--- config.mk ---
export PLATFORM = sky130hd
export DESIGN_NAME = reg_writeback_ctrl
export DESIGN_NICKNAME = d
export VERILOG_FILES = /design/src/rtl/reg_writeback_ctrl_pkg.sv /design/src/rtl/reg_writeback_ctrl_wb_fifo.sv /design/src/rtl/reg_writeback_ctrl.sv
export SDC_FILE = /design/constraint.sdc
export NUM_CORES = 1
export LEC_CHECK = 0
export BUFFER_PORTS_ARGS = -buffer_cell sky130_fd_sc_hd__buf_2
export CAP_MARGIN = 20
export CORE_AREA = 2 2 149 137
export DETAILED_ROUTE_END_ITERATION = 7
export DIE_AREA = 0 0 151 139
export HOLD_SLACK_MARGIN = 0.06
export PLACE_DENSITY = 0.57
export SLEW_MARGIN = 20
export SYNTH_ARGS = -nofsm -noshare
export SYNTH_HDL_FRONTEND = slang
export SYNTH_SLANG_ARGS = --single-unit
--- constraint.sdc ---
create_clock -name clk -period 2.1 [get_ports clk]
set_input_delay 0.105 -clock clk [delete_from_list [all_inputs] [get_ports clk]]
set_output_delay 0.105 -clock clk [all_outputs]
set_load 0.02 [all_outputs]
--- src/rtl/reg_writeback_ctrl_pkg.sv ---
// Shared constants and the write-request bundle for the register writeback path.
// Provides DATA_W, ADDR_W, NREG and wb_req_t {add, data}.
package reg_writeback_ctrl_pkg;

    localparam int DATA_W = 16;
    localparam int ADDR_W = 4;
    localparam int NREG   = 1 << ADDR_W;

    typedef struct packed {
        logic [ADDR_W-1:0] add;
        logic [DATA_W-1:0] data;
    } wb_req_t;

endpackage

--- src/rtl/reg_writeback_ctrl_wb_fifo.sv ---
// Load-result buffer: DEPTH entries of wb_req_t, count-based full/empty.
// Ports: clk, reset, flush, push/push_add/push_data, pop, head_add/head_data, full, empty.
module wb_fifo
    import reg_writeback_ctrl_pkg::*;
#(
    parameter int DEPTH = 4
) (
    input  logic              clk,
    input  logic              reset,
    input  logic              flush,
    input  logic              push,
    input  logic [ADDR_W-1:0] push_add,
    input  logic [DATA_W-1:0] push_data,
    input  logic              pop,
    output logic [ADDR_W-1:0] head_add,
    output logic [DATA_W-1:0] head_data,
    output logic              full,
    output logic              empty
);

    localparam int PW = $clog2(DEPTH);
    localparam logic [PW:0] FULL_CNT = DEPTH[PW:0];

    wb_req_t         mem [DEPTH];
    logic [PW-1:0]   wr_ptr;
    logic [PW-1:0]   rd_ptr;
    logic [PW:0]     count;

    assign full      = (count == FULL_CNT);
    assign empty     = (count == '0);
    assign head_add  = mem[rd_ptr].add;
    assign head_data = mem[rd_ptr].data;

    // Pointers are PW bits wide, so they wrap mod DEPTH on their own.
    always_ff @(posedge clk) begin
        if (reset || flush) begin
            wr_ptr <= '0;
            rd_ptr <= '0;
            count  <= '0;
        end else begin
            if (push) begin
                wr_ptr <= wr_ptr + 1'b1;
            end
            if (pop) begin
                rd_ptr <= rd_ptr + 1'b1;
            end
            unique case ({push, pop})
                2'b10:   count <= count + 1'b1;
                2'b01:   count <= count - 1'b1;
                default: count <= count;
            endcase
        end
    end

    always_ff @(posedge clk) begin
        if (push) begin
            mem[wr_ptr] <= '{add: push_add, data: push_data};
        end
    end

endmodule

--- src/rtl/reg_writeback_ctrl.sv ---
// Register file writer: merges ALU and buffered load results onto one write port
// and keeps a busy scoreboard for RAW hazard detection at decode.
// Ports: clk, reset, i_flush, issue (i_issue_*), ALU (i_alu_*), load (i_ld_*, o_ld_ready),
// decode sources (i_read_add1/2), o_hazard, o_busy_mask, write port (o_write_*).
// Define WB_FORWARD_EN to add o_fwd1/2_valid/data bypass outputs.
module reg_writeback_ctrl
    import reg_writeback_ctrl_pkg::*;
#(
    parameter int FIFO_DEPTH = 4
) (
    input  logic              clk,
    input  logic              reset,
    input  logic              i_flush,
    input  logic              i_issue_en,
    input  logic [ADDR_W-1:0] i_issue_add,
    input  logic              i_alu_valid,
    input  logic [ADDR_W-1:0] i_alu_add,
    input  logic [DATA_W-1:0] i_alu_data,
    input  logic              i_ld_valid,
    output logic              o_ld_ready,
    input  logic [ADDR_W-1:0] i_ld_add,
    input  logic [DATA_W-1:0] i_ld_data,
    input  logic [ADDR_W-1:0] i_read_add1,
    input  logic [ADDR_W-1:0] i_read_add2,
    output logic              o_hazard,
    output logic [NREG-1:0]   o_busy_mask,
`ifdef WB_FORWARD_EN
    output logic              o_fwd1_valid,
    output logic [DATA_W-1:0] o_fwd1_data,
    output logic              o_fwd2_valid,
    output logic [DATA_W-1:0] o_fwd2_data,
`endif
    output logic              o_write_en,
    output logic [ADDR_W-1:0] o_write_add,
    output logic [DATA_W-1:0] o_write_data
);

    logic              fifo_full;
    logic              fifo_empty;
    logic              fifo_push;
    logic              fifo_pop;
    logic [ADDR_W-1:0] head_add;
    logic [DATA_W-1:0] head_data;
    logic [NREG-1:0]   busy_nxt;
    logic              busy1;
    logic              busy2;

    assign o_ld_ready = !fifo_full;
    assign fifo_push  = i_ld_valid && !fifo_full && !i_flush;
    // FIFO only drains in cycles the ALU leaves the port idle.
    assign fifo_pop   = !i_alu_valid && !fifo_empty && !i_flush;

    wb_fifo #(
        .DEPTH(FIFO_DEPTH)
    ) u_fifo (
        .clk      (clk),
        .reset    (reset),
        .flush    (i_flush),
        .push     (fifo_push),
        .push_add (i_ld_add),
        .push_data(i_ld_data),
        .pop      (fifo_pop),
        .head_add (head_add),
        .head_data(head_data),
        .full     (fifo_full),
        .empty    (fifo_empty)
    );

    // The write on the port this cycle retires its register; a new issue
    // to the same register in the same cycle keeps it busy.
    always_comb begin
        busy_nxt = o_busy_mask;
        if (o_write_en) begin
            busy_nxt[o_write_add] = 1'b0;
        end
        if (i_issue_en) begin
            busy_nxt[i_issue_add] = 1'b1;
        end
    end

    always_ff @(posedge clk) begin
        if (reset) begin
            o_write_en   <= 1'b0;
            o_write_add  <= '0;
            o_write_data <= '0;
            o_busy_mask  <= '0;
        end else if (i_flush) begin
            o_write_en   <= 1'b0;
            o_busy_mask  <= '0;
        end else begin
            o_busy_mask <= busy_nxt;
            if (i_alu_valid) begin
                o_write_en   <= 1'b1;
                o_write_add  <= i_alu_add;
                o_write_data <= i_alu_data;
            end else if (!fifo_empty) begin
                o_write_en   <= 1'b1;
                o_write_add  <= head_add;
                o_write_data <= head_data;
            end else begin
                o_write_en   <= 1'b0;
            end
        end
    end

`ifdef WB_FORWARD_EN
    assign o_fwd1_valid = o_write_en && (o_write_add == i_read_add1);
    assign o_fwd2_valid = o_write_en && (o_write_add == i_read_add2);
    assign o_fwd1_data  = o_write_data;
    assign o_fwd2_data  = o_write_data;
    assign busy1 = o_busy_mask[i_read_add1] && !o_fwd1_valid;
    assign busy2 = o_busy_mask[i_read_add2] && !o_fwd2_valid;
`else
    assign busy1 = o_busy_mask[i_read_add1];
    assign busy2 = o_busy_mask[i_read_add2];
`endif

    assign o_hazard = busy1 || busy2;

endmodule
==> summary.md, run 1 <==
| Metric | Value |
|---|---|
| Vias per inst | 4.609 |
| Syn Nets | about 430 |
| Cell row count | roughly 50 |
| Endpoints failing setup | 0 |
| Ant diodes | 0 |
| DP Cell Count | 718 |
| Routed len/inst | 16.62 µm |
| Largest cells by area after synthesis | edfxtp_1, dfxtp_1, mux4_2 |
| DIE AREA | around 21000 µm² |
| Top-area cell type share of the netlist area | 46.62% |
| Post-synth cell types | 36 |
| Post-synthesis adder-cell area fraction | roughly 1.4% |
| Fin. Hold Viols | 0 |
| Crit path cell chain | nor3b_4 > inv_2 > a2111oi_4 > fa_1 > mux2i_1 > mux2_1 |
| Clock skew | roughly 0.0054 ns |
| Post-DP Area | 6032 µm² |
| Startpoint types | flip-flop |
| DP HPWL | 8403 µm |
| GRT Total Usage | 13.02% |
| Post-synth ARST share | 0% |
| Largest net degree at the start of global routing | 27 |
| Nets | around 600 |
| Worst skew pair latency | between 0.4 and 0.5 ns |
| Clock period minus worst slack | a little under 2 ns |
| DR vias | roughly 3700 |
| PortBufs | 96 |
| Core Footprint | 19500 µm² |
| Tot Pwr | around 6 mW |
| First-pass GRT wire length | a little over 20000 µm |
| Number of CTS-inserted buffers | 17 |
| Critical Path AT | 2.29 ns |
| Routed WL | about 13000 µm |
| Largest family of logic cells by synthesized area | multiplexers |
| CTS tree | built |
| Post-synth top area cell | edfxtp_1 |
| RSZ-0062 raised after global routing | no |
| Total clock sinks | 126 |
| H-tree levels | 4 |
| Outcome | completed |
| Synthesis warning total | 0 |
| # IOs | 97 |
| Pwr per Cell Area | roughly 850 nW/µm² |
| # fillers | 1880 |
| Delay-heaviest family, CP | multiplexers |
| Grt total ovfl | 0 |
| Slowest CP cell | dfxtp_1 |
| Slew @ Worst Pin | ~0.72 ns |
| Worst Setup Path Type | flip-flop to flip-flop |
| Compound-Gate Fraction of Synth Area | approximately 8% |
| EDFF count, synth | 80 |
| CTS Root Buffer Type | clkbuf_16 |
| Hold Crit Class | primary input to flip-flop |
| CP max FO | 5 |
| First-iteration detailed-routing DRC count | 273 |
| Final Non-Filler Cells | roughly 800 |
| #FFs+latches synth | 126 |
| Maxcap violations | 0 |
| Xor/xnor share of the synthesized area | less than 1% |
| Post-synthesis simple-gate area fraction | 10.51% |
| F_max | 503.0 MHz |
| Mux share of post-synthesis cell area | approximately 13% |
| Syn avg cell area | between 10 and 15 µm² |
| Tcrit/Tclk final | 94.68% |
| Die Height | roughly 140 µm |
| Sequential fraction of the synthesis area | between 60% and 70% |
| Setup TNS | 0 ns |
| Share of cells above drive strength 1 | between 30% and 40% |
| Leakage | 2.573 nW |
| Final Cell Area | approximately 7100 µm² |
| # DRC | 0 |
| Die width | around 150 µm |
| Clock slew seen by the registers of the worst setup and hold paths | ~0.06 ns |
| Iteration count of the initial detailed-routing pass | 5 |
| Worst path required time | 2.40 ns |
| Synth Instances | 371 |
| VDD IR max | roughly 0.00057 V |
| Clock Path Buffers | 2 |
| Antenna violations before repair | 0 |
| Main flop type after synthesis | edfxtp_1 |
| Fin. max-slew vios | 0 |
| Vias in the first global route | approximately 3700 |
| Setup crit end kind | flip-flop |
| Antenna-violating nets left | 0 |
| Slew HR | between 50% and 60% |
| Critical Path Max Stage Delay | 0.39 ns |
| Most common cell in the netlist | edfxtp_1 |
| Starting Density | a little over a quarter |
| Buf+Inv Stages, Crit Path | 1 |
| Area delta synth->final | 37.59% |
| Post-synth top cells | edfxtp_1, nand2_1, dfxtp_1 |
| Routability cong. | 0.8129 |
| Synth Cell Area | a little over 5000 µm² |
metal layers:
metal / track usage [%] / part of all wire, % / up-vias
met1: 15.47 / 42 / 1791
met5: 0 / 0 / -
li1: - / - / 1732
met4: 5.853 / 2.6 / 0
met3: 4.507 / 6.6 / 25
met2: 21.22 / 49 / 125
cell families (layout without fill, tap and decap cells):
group,count (synthesis),in the layout
AO/OA/AOI/OAI,62,63
XOR/XNOR,3,3
adder cells (fa/ha/maj),5,5
buffers and inverters,22,192
flip-flops,126,126
multiplexers,34,34
AND/OR/NAND/NOR,119,119
metrics by stage:
stage / hold WS [ns] / setup slack [ns] / util (%)
after detailed placement: 0.3299 / -0.02089 / 30.94
after global routing: 0.1178 / 0.02909 / 36.36
after global placement: 0.3178 / 0.1663 / 30.94
after CTS: 0.07378 / 0.08354 / 36.36
after floorplan: 0.1766 / 0.03373 / -
final: 0.1044 / 0.1118 / 36.36
what timing repair did:
action	4_1_cts	5_1_grt
endpoints found under the hold margin	110	0
hold buffers	45	0
setup buffers	1	0
resized for setup	1	0
endpoints found under the setup margin	2	0
report_power, final:
part           switching (mW)  internal [mW]  leakage (nW)  total [mW]
logic                   0.255          0.205          1.19       0.460
registers              0.0335           2.69          1.10        2.73
clock network            1.11           1.71         0.278        2.82
cell usage in the layout (no fill, tap or decap), drive strengths merged, types with 4 or more instances in the layout:
cell	synthesis	layout
buf	2	110
edfxtp	80	80
nand2	56	56
dfxtp	46	46
dlygate4sd3	0	45
nor2	31	31
mux4	28	28
a311oi	20	20
o21ai	20	20
a21oi	19	20
clkbuf	15	18
inv	5	8
clkinv	0	7
nand3	6	6
and2	5	5
mux2i	4	4
nor2b	4	4
ha	4	4
tightest hold or removal path: stages:
cell and delay (ns):
buf_2 0.11, nand2_1 0.05, nor2_1 0.08, nand2_1 0.07, a21oi_1 0.05
path summary, 6_finish.rpt:
path | cells past startpoint | to | start | slack, ns
hold reg to reg | 2 | o_write_data[3] | o_write_data[3] | 0.50
hold / removal | 5 | o_busy_mask[5] | i_issue_en | 0.10
setup / recovery | 6 | u_fifo.count[2] | u_fifo.count[2] | 0.11
setup reg to reg | 6 | u_fifo.count[2] | u_fifo.count[2] | 0.11
state kept, by name, indices dropped and copies added (netlist names), named ones only:
signal and count:
o_write_add 4, o_busy_mask 16, u_fifo.rd_ptr 2, u_fifo.wr_ptr 2
o_write_en 1, u_fifo.mem 80, o_write_data 16, u_fifo.count 3
area by class of cell:
class	count	area, µm²	area share [%]
clock buffer	18	450.4	6.354
clock inverter	14	132.6	1.871
inverter	5	18.77	0.2647
multi-input combinational	224	1772	24.99
sequential	126	3323	46.88
tap	255	319.1	4.501
timing repair buffer	155	1074	15.14
(Power assumes the default switching activity.)
==> run 2: changes to the inputs <==
SETUP_SLACK_MARGIN = 0.4   (was not set)
==> summary.md, run 2 (synthesized netlist as in run 1, its figures left out) <==
| Metric | Value |
|---|---|
| Internal power | 4.720 mW (+2.5%) |
| Leakage | 2.708 nW (+5.2%) |
| Slew @ Worst Pin | 0.6530 ns (-0.06983 ns) |
| # DRC | 0 (unchanged) |
| Number of CTS-inserted buffers | 17 (unchanged) |
| Most frequent cells in the layout | buf_2, edfxtp_1, nand2_1 |
| Pwr per Cell Area | 820.3 nW/µm² (-3.2%) |
| Hold Crit Class | primary input to flip-flop |
| # IOs | 97 (unchanged) |
| Final Non-Filler Cells | 814 (+2.1%) |
| Routed len/inst | 16.63 µm (about the same) |
| Die width | 151 µm (unchanged) |
| Fin. max-slew vios | 0 (unchanged) |
| Largest net degree at the start of global routing | 42 (+56%) |
| RSZ-0062 raised after global routing | yes |
| Most flop-heavy register | u_fifo.mem |
| CTS tree | built |
| Startpoint types | flip-flop |
| VDD IR max | 0.0004773 V (-16%) |
| DP HPWL | 8513 µm (+1.3%) |
| PortBufs | 96 (unchanged) |
| Maxcap violations | 0 (unchanged) |
| CP max FO | 2 (-3) |
| Clock period minus worst slack | 1.961 ns (-0.02713 ns) |
| Hold Path Depth | 5 (unchanged) |
| Reg power frac | 45.1% (-0.3 points) |
| Die Height | 139 µm (unchanged) |
| Tot Pwr | 6.045 mW (+0.59%) |
| Net switching power | 1.325 mW (-5.6%) |
| CTS Root Buffer Type | clkbuf_16 |
| Sw frac | 21.92% (-1.4 points) |
| DR vias | 3762 (+2.4%) |
| Most common cell after layout, fill and taps aside | buf_2 |
| Outcome | completed |
| Antenna violations before repair | 1 (+1) |
| # fillers | 1872 (-0.43%) |
| Vias in the first global route | 3922 (+5.0%) |
| Worst Setup Path Type | flip-flop to flip-flop |
| Endpoints failing setup | 0 (unchanged) |
| Total clock sinks | 126 (unchanged) |
| Starting Density | 26.43% (unchanged) |
| F_max | 509.9 MHz (+1.4%) |
| Cell row count | 49 (unchanged) |
| Setup TNS | 0 ns (unchanged) |
| Largest regs | u_fifo.mem x80, o_busy_mask x16, o_write_data x16 |
| Clock slew seen by the registers of the worst setup and hold paths | 0.05 ns (about the same) |
| DP Cell Count | 717 (-0.14%) |
| Vias per inst | 4.622 (+0.28%) |
| Reg2Reg Depth | 6 (unchanged) |
| Worst skew pair latency | 0.41 ns (about the same) |
| Share of cells above drive strength 1 | 37.10% (+4.1 points) |
| Antenna-violating nets left | 0 (unchanged) |
| Routability cong. | 0.7835 (-3.6%) |
| Slew HR | 56.37% (+4.7 points) |
| Largest register FFs | 80 (unchanged) |
| Clock skew | 0.006910 ns (+0.001512 ns) |
| DIE AREA | 20990 µm² (unchanged) |
| GRT Total Usage | 12.88% (-0.13 points) |
| Tcrit/Tclk final | 93.38% (-1.3 points) |
| Core Footprint | 19500 µm² (unchanged) |
| Worst path required time | 2.39 ns (about the same) |
| Clock Path Buffers | 2 (unchanged) |
| Nets | 608 (+2.7%) |
| Comb pwr share | 8.0% (+0.3 points) |
| Routed WL | 13540 µm (+2.2%) |
| H-tree levels | 4 (unchanged) |
| First-pass GRT wire length | 20520 µm (+0.98%) |
| Iteration count of the initial detailed-routing pass | 4 (-1) |
| Area delta synth->final | 43.03% |
| First-iteration detailed-routing DRC count | 225 (-18%) |
| Hold slack | 0.1318 ns (+0.02736 ns) |
| Fin. Hold Viols | 0 (unchanged) |
| Grt total ovfl | 0 (unchanged) |
| Critical Path AT | 2.25 ns (-0.04 ns) |
| Clock power share | 47.0% (about the same) |
| Setup crit end kind | flip-flop |
==> run 2: final cells by class <==
class                      count  area, µm²  area share [%]
sequential                   126       3336           45.26
clock buffer                  22      464.2           6.299
antenna                        1      2.502         0.03396
clock inverter                10      115.1           1.562
inverter                       5      18.77          0.2547
multi-input combinational    223       1797           24.38
tap                          255      319.1           4.329
timing repair buffer         172       1318           17.88
==> run 2: through the flow <==
step           util, %  setup slack, ns  cell area [µm²]
6_report         37.80           0.1389             7370
5_1_grt          37.80          0.06149             7370
4_1_cts          36.44           0.1071             7104
3_5_place_dp     30.80          0.07547             6006
3_3_place_gp     30.80           0.2039             6006
2_1_floorplan        -          0.08733             5159
==> run 2: power by group through the flow <==
stage	clock network [mW]	logic, mW	registers [mW]
6_report	2.84	0.482	2.72
5_1_grt	3.00	0.528	2.73
4_1_cts	2.89	0.458	2.72
3_5_place_dp	0	0.386	2.78
3_3_place_gp	0	0.374	2.77
2_1_floorplan	0	0.164	2.81
==> run 2: path summary, 6_finish.rpt <==
kind | slack [ns] | start | end
setup / recovery | 0.14 | u_fifo.count[1] | u_fifo.count[2]
hold reg to reg | 0.50 | o_write_data[4] | o_write_data[4]
hold / removal | 0.13 | i_issue_en | o_busy_mask[9]
setup reg to reg | 0.14 | u_fifo.count[1] | u_fifo.count[2]
==> run 2: timing repair <==
| action | 4_1_cts | 5_1_grt |
|---|---|---|
| setup endpoints to repair | 3 | 84 |
| hold buffers | 45 | 0 |
| resized for setup | 7 | 28 |
| endpoints found under the hold margin | 109 | 0 |
| cloned | 0 | 7 |
| buffers inserted | 7 | 5 |
| pin swaps | 5 | 10 |
==> run 2: routing by layer <==
layer	vias up	share of wire [%]	GRT usage (%)
li1	1766	-	-
met1	1839	41	15.17
met2	133	50	21.15
met3	24	6.8	4.539
met4	0	2.2	5.706
met5	-	0	0
==> run 2: worst max-delay path, stage by stage (launching register included) <==
cell and delay, ns:
dfxtp_4 0.35, nor3b_4 0.22, inv_2 0.07, a2111oi_4 0.37, fa_2 0.28, mux2i_1 0.21
mux2_1 0.34
